--- src/rtl/rip_mmu_port_arbiter.sv ---
// rip_mmu_port_arbiter: round-robin arbiter sharing memory data port 1 between NUM_REQ requesters.
// Ports: clk/rstn (async active-low reset); req/req_we/req_addr/req_wdata are per-requester
// packed lanes held until ack; ack is a one-hot completion pulse with rdata (reads) and err
// (timeout); mem_we/mem_re/mem_addr/mem_din/mem_dout/mem_busy connect to memory port 1.
// Optional: define MMU_ARB_TIMEOUT_EN to abort a WAIT lasting TIMEOUT_CYCLES with err.
module rip_mmu_port_arbiter #(
  parameter int NUM_REQ        = 2,
  parameter int DATA_WIDTH     = 32,
  parameter int TIMEOUT_CYCLES = 15
) (
  input  logic                          clk,
  input  logic                          rstn,
  input  logic [NUM_REQ-1:0]            req,
  input  logic [4*NUM_REQ-1:0]          req_we,
  input  logic [DATA_WIDTH*NUM_REQ-1:0] req_addr,
  input  logic [DATA_WIDTH*NUM_REQ-1:0] req_wdata,
  output logic [NUM_REQ-1:0]            ack,
  output logic [DATA_WIDTH-1:0]         rdata,
  output logic                          err,
  output logic [3:0]                    mem_we,
  output logic                          mem_re,
  output logic [DATA_WIDTH-1:0]         mem_addr,
  output logic [DATA_WIDTH-1:0]         mem_din,
  input  logic [DATA_WIDTH-1:0]         mem_dout,
  input  logic                          mem_busy
);
  localparam int IW = (NUM_REQ > 1) ? $clog2(NUM_REQ) : 1;
  localparam int CW = $clog2(TIMEOUT_CYCLES + 1);
`ifdef MMU_ARB_TIMEOUT_EN
  localparam bit TO_EN = 1'b1;
`else
  localparam bit TO_EN = 1'b0;
`endif
  typedef enum logic [1:0] {IDLE, ISSUE, WAIT, RESP} state_t;
  state_t state, state_nx;
  logic [IW-1:0] last_q, idx_q, win, cand;
  logic [3:0] we_q;
  logic [DATA_WIDTH-1:0] addr_q, wdata_q, rdata_q;
  logic seen_q, err_q, done, tout;
  logic [CW-1:0] cnt_q;
  logic [3:0] we_a [NUM_REQ];
  logic [DATA_WIDTH-1:0] addr_a [NUM_REQ];
  logic [DATA_WIDTH-1:0] wdata_a [NUM_REQ];
  for (genvar g = 0; g < NUM_REQ; g++) begin : g_lane
    assign we_a[g]    = req_we[4*g +: 4];
    assign addr_a[g]  = req_addr[DATA_WIDTH*g +: DATA_WIDTH];
    assign wdata_a[g] = req_wdata[DATA_WIDTH*g +: DATA_WIDTH];
  end
  // Scan from the farthest candidate back to last+1 so the nearest requester wins.
  always_comb begin
    win = last_q;
    cand = last_q;
    for (int k = NUM_REQ; k >= 1; k--) begin
      cand = IW'((int'(last_q) + k) % NUM_REQ);
      if (req[cand]) win = cand;
    end
  end
  // Completion needs a busy window to have been observed first, since busy
  // only rises the cycle after the strobe.
  assign done = seen_q & ~mem_busy;
  // Without the timeout build this is constant 0 and the counter has no load.
  assign tout = TO_EN & (cnt_q == CW'(TIMEOUT_CYCLES - 1)) & ~done;
  assign mem_addr = addr_q;
  assign mem_din = wdata_q;
  assign rdata = rdata_q;
  always_ff @(posedge clk or negedge rstn) begin
    if (!rstn) state <= IDLE;
    else state <= state_nx;
  end
  always_comb begin
    state_nx = state;
    mem_we = 4'h0;
    mem_re = 1'b0;
    ack = '0;
    err = 1'b0;
    case (state)
      IDLE: state_nx = (|req && !mem_busy) ? ISSUE : IDLE;
      ISSUE: begin
        mem_we = we_q;
        mem_re = ~|we_q;
        state_nx = WAIT;
      end
      WAIT: state_nx = (done | tout) ? RESP : WAIT;
      RESP: begin
        ack[idx_q] = 1'b1;
        err = err_q;
        state_nx = IDLE;
      end
      default: state_nx = IDLE;
    endcase
  end
  always_ff @(posedge clk or negedge rstn) begin
    if (!rstn) begin
      last_q <= IW'(NUM_REQ - 1);
      idx_q <= '0;
      we_q <= 4'h0;
      addr_q <= '0;
      wdata_q <= '0;
      rdata_q <= '0;
      seen_q <= 1'b0;
      err_q <= 1'b0;
      cnt_q <= '0;
    end else begin
      if (state == IDLE && state_nx == ISSUE) begin
        idx_q <= win;
        we_q <= we_a[win];
        addr_q <= addr_a[win];
        wdata_q <= wdata_a[win];
      end
      if (state == ISSUE) begin
        seen_q <= 1'b0;
        cnt_q <= '0;
      end
      if (state == WAIT) begin
        seen_q <= seen_q | mem_busy;
        cnt_q <= cnt_q + 1'b1;
        if (done | tout) begin
          rdata_q <= (done && we_q == 4'h0) ? mem_dout : '0;
          err_q <= tout;
        end
      end
      if (state == RESP) last_q <= idx_q;
    end
  end
endmodule

--- config.mk ---
export PLATFORM = sky130hd
export DESIGN_NAME = rip_mmu_port_arbiter
export DESIGN_NICKNAME = d
export VERILOG_FILES = /design/src/rtl/rip_mmu_port_arbiter.sv
export SDC_FILE = /design/constraint.sdc
export NUM_CORES = 1
export LEC_CHECK = 0
export ABC_AREA = 1
export BUFFER_PORTS_ARGS = -buffer_cell sky130_fd_sc_hd__buf_2
export CAP_MARGIN = 10
export CORE_MARGIN = 5
export CORE_UTILIZATION = 30
export CTS_BUF_LIST = sky130_fd_sc_hd__clkbuf_8
export CTS_CLUSTER_DIAMETER = 100
export CTS_CLUSTER_SIZE = 24
export DETAILED_ROUTE_END_ITERATION = 16
export GPL_ROUTABILITY_DRIVEN = 0
export PLACE_DENSITY = 0.64
export SLEW_MARGIN = 25
export SYNTH_ARGS = -nofsm -noshare
export SYNTH_HDL_FRONTEND = slang
export SYNTH_SLANG_ARGS = --single-unit
--- constraint.sdc ---
create_clock -name clk -period 4.2 [get_ports clk]
set_input_delay 0.84 -clock clk [delete_from_list [all_inputs] [get_ports clk]]
set_output_delay 0.84 -clock clk [all_outputs]
set_load 0.02 [all_outputs]
* After elaboration in Yosys (flattened, before gate mapping)
Cells that the tools add are included.
Widths: inputs -> output; s select.
** Operators by class
- Add/subtract/negate cells :: 2
- Multipliers :: 0
- Divide/modulo/power cells :: 0
- $lt $le $gt $ge :: 5
- Eq/ne operators :: 4
- Shift operators :: 0
- Muxes and demuxes :: 26
- Bitwise operators :: 4
- Reductions and logical operators :: 12
** Operator list (count)
- $mux 32 :: 7
- $mux 4 :: 4
- $mux 1 :: 12
- $pmux 2 s4 :: 1
- $lt 1x2->1 const B :: 3
- $eq 2x1->1 const B :: 2
- $eq 2x2->1 const B :: 2
- $logic_and 1x1->1 :: 4
- $logic_not 4->1 :: 1
- $reduce_or 4->1 :: 1
- $add 1x1->1 const B :: 2
- $ge 2x2->1 const B :: 1
- $logic_not 1->1 :: 2
- $logic_not 2->1 :: 1
- $mux 2 :: 1
- $not 1->2 :: 1
- $reduce_and 2->1 :: 1
- $reduce_bool 2->1 :: 1
- $reduce_or 2->1 :: 1
- $and 1x1->1 :: 1
- $demux 1 s1 :: 1
- $ge 1x1->1 const B :: 1
- $not 1->1 :: 1
- $or 1x1->1 :: 1
** Storage, ports and cells
- Bits in registers :: 105
- Bits in latches :: 0
- Bits in writable memories :: 0
- ROM bits :: 0
- Input bits :: 173
- Output and inout bits :: 104
- Memories :: 0

* Longest topological paths before layout
- Word-level depth :: 9
- Depth in mapped cells :: 10

* Worst setup path before layout
OpenSTA, ideal clock, no wires.
- Path kind :: register -> output
- From :: register state[1]
- To :: output mem_re
- Arrival :: 0.992 ns
- Required time :: 3.360 ns
- Setup slack :: 2.368 ns
- Stages on the path, launching flop included :: 5
- Path buffers :: 0
- Cells stage by stage :: dfrtp_1 inv_1 ha_1 inv_1 nor2_1
** Between the ends
- Word-level cells in the longest chain between the ends :: 2
** Ends and longest elaborated chain
- start, declared :: line 35 : state_t state, state_nx;
- start signal, assigned :: line 68 : else state <= state_nx;
- $eq 2x1->1 :: line 76 : case (state)
- $mux 1 :: line 76
- end, declared :: line 21 : output logic mem_re,
Every way passes these cells.

* Final worst setup path
Same ends and word-level chain as after synthesis.

==> flow_summary.ini <==
[outcome]
status = completed

[critical_path]
required_ns = 3.36
reg2reg_depth = 8
cp_max_fo = 5
cp.arrival_ns = 1.43
r2r_start = state[0]$_DFF_PN0_
worstSetupStartpointType = flop
worstSetupPathType = reg2out
critPathCaptureType = primary output
ff2ff_setup_slack_ns = 2.00
reg2reg_to = mem_din[18]$_DFFE_PN0P_

[global_routing]
grt_overflow = 0
antenna_found_initial = 1
track_usage_pct = 16.8
grt_pass1_vias = 5273
grt_pass1_wl_mm = 26.9
grt_max_degree = 71

[clock_network]
clkSinkCount = 105
hold_buffers = 0
cts-buffers-inserted = 9
root_buffer = clkbuf_8
insertion_delay_ns = 0.38
post_cts_resized = 0
clockBufferDepth = 2
htreeDepth = 3
cts_tree = built
postCtsSetupRepairBufs = 0
cts.clk_slew.worst_paths_ns = 0.12

[logic_synthesis]
ys_warn_count = 0
syn_inst = 707
syn_area_per_cell_um2 = 7.30
seq_area_frac_synth_pct = 50.9
synth_area_mm2 = 0.00516
ys_types = 18
synth_fp_nets = 884
synth_seq_cells = 105

[route]
first_pass_iters = 5
drc = 0
via_per_inst = 4.52
drtIter0Drc = 217
routed_wl_mm = 17.0
vias = 5342
avgRoutedWirePerCell_um = 14.4
ant_nets = 0

[placed_design]
pre_cts_ws_ns = 1.65
port_buffers = 275
dp_cells = 1166
place_area_mm2 = 0.00668
dpl.hpwl_mm = 12.3

[floorplanning]
start_util_pct = 30.2
die_area_mm2 = 0.0199
core_mm2 = 0.0171
die_y_um = 141
num_io_pins = 277
die_width_um = 141
num_rows = 48

[final_layout]
final_cells = 1182
n_antenna_cell = 0
design_area_mm2 = 0.00689
area_growth_pct = 33.5
final_nets = 1129
drive_above_1_share_pct = 32.6

[timing]
fin_ws_ns = 1.93
hold_violations = 0
tightest_slew_ns = 0.942
fin_setup_tns_ns = 0
setup_viol = 0
holdWs_ns = 0.446
slew_headroom_pct = 37.0
skew_ns = 0.0172
maxSlewViolCount = 0
clock.fmax_mhz = 440
min_period_ns = 2.27
period_share_pct = 54.2
rsz0062_at_grt = false

[power_and_ir_drop]
ir_worst_vdd_mv = 0.242
power_density_mw_per_mm2 = 650
leakage_nw = 4.27

[worst_hold_path]
worstHoldPathType = in2async

[run]
maxCapViolations = 0
## cells in the final DEF, fill, tap and decap left out
master and instances:
buf_12 1, buf_2 274, buf_4 8, bufinv_16 1, clkbuf_8 9, clkinv_4 2
clkinv_8 1, clkinvlp_4 1, conb_1 1, dfrtp_1 104, dfstp_2 1, ha_1 4
inv_1 12, inv_2 5, inv_6 2, nand2_1 378, nand2_2 4, nand3_1 137
nand3_2 1, nor2_1 4, nor2_2 1, nor2_4 1, o21ai_0 4, o21bai_1 1
## where the power goes
group	switching (W)	leakage, nW	internal [W]
Sequential	0.000231	1.35	0.00143
Clock	0.000389	0.103	0.000287
Combinational	0.00144	2.82	0.000697
Total	0.00206	4.27	0.00242
## registers in the layout, summed over array words and instances (netlist names)
name,flops
mem_din,32
last_q,1
seen_q,1
rdata,32
we_q,4
state,2
mem_addr,32
idx_q,1
## synth_stat cells, drive strengths merged
cell type,instances,area (um2)
buf,25,138
clkbuf,24,90.1
conb,1,3.75
dfrtp,104,2600
dfstp,1,26.3
ha,4,50.1
inv,17,63.8
nand2,382,1440
nand3,138,696
nor2,6,27.5
o21ai,4,20.0
o21bai,1,7.51
## layer usage
| layer | routed length, um | GRT usage [%] | vias up |
|---|---|---|---|
| met4 | 236 | 4.54 | 2 |
| met1 | 7140 | 21.5 | 2406 |
| met5 | 13 | 0 | - |
| met2 | 8120 | 28.0 | 214 |
| met3 | 1480 | 4.75 | 18 |
| li1 | - | - | 2702 |
## per-stage QoR
| step | utilization (%) | total power (W) |
|---|---|---|
| 2_1_floorplan | - | 0.00307 |
| 3_3_place_gp | 39.0 | 0.00383 |
| 3_5_place_dp | 39.0 | 0.00386 |
| 4_1_cts | 40.3 | 0.00456 |
| 5_1_grt | 40.3 | 0.00487 |
| 6_report | 40.3 | 0.00448 |
## critical path, stage by stage (launching register included)
cell	delay [ns]
dfrtp_1	0.41
inv_1	0.08
ha_1	0.25
inv_1	0.06
nor2_1	0.09
buf_2	0.18
## final cells by class
class                   instances  area, um2
clock buffers                   9        124
repair buffers                283       1450
inverters                      17       63.8
multi-input cells             536       2250
clock inverters                 7       88.8
fillers                      1867      10200
flip-flops and latches        105       2630
well taps                     225        282
## worst max path at each step
| stage | cells after the start | startpoint | endpoint | slack (ns) |
|---|---|---|---|---|
| 2_1_floorplan | 4 | state[1]$_DFF_PN0_ | mem_re | 2.37 |
| 3_3_place_gp | 8 | req[1] | mem_addr[2]$_DFFE_PN0P_ | 1.63 |
| 3_5_place_dp | 8 | req[1] | mem_addr[2]$_DFFE_PN0P_ | 1.65 |
| 4_1_cts | 5 | state[1]$_DFF_PN0_ | mem_re | 1.86 |
| 5_1_grt | 8 | state[0]$_DFF_PN0_ | mem_din[18]$_DFFE_PN0P_ | 1.75 |
| 6_report | 5 | state[1]$_DFF_PN0_ | mem_re | 1.93 |
## cell families after synthesis
kind of cell    count (synthesis)  share of synthesized area [%]
compound gates                  5                          0.533
fa+ha+maj                       4                          0.970
buf+inv                        66                           5.65
flops                         105                           50.9
other cells                     1                         0.0727
simple gates                  526                           41.8
(Power assumes the default switching activity.)
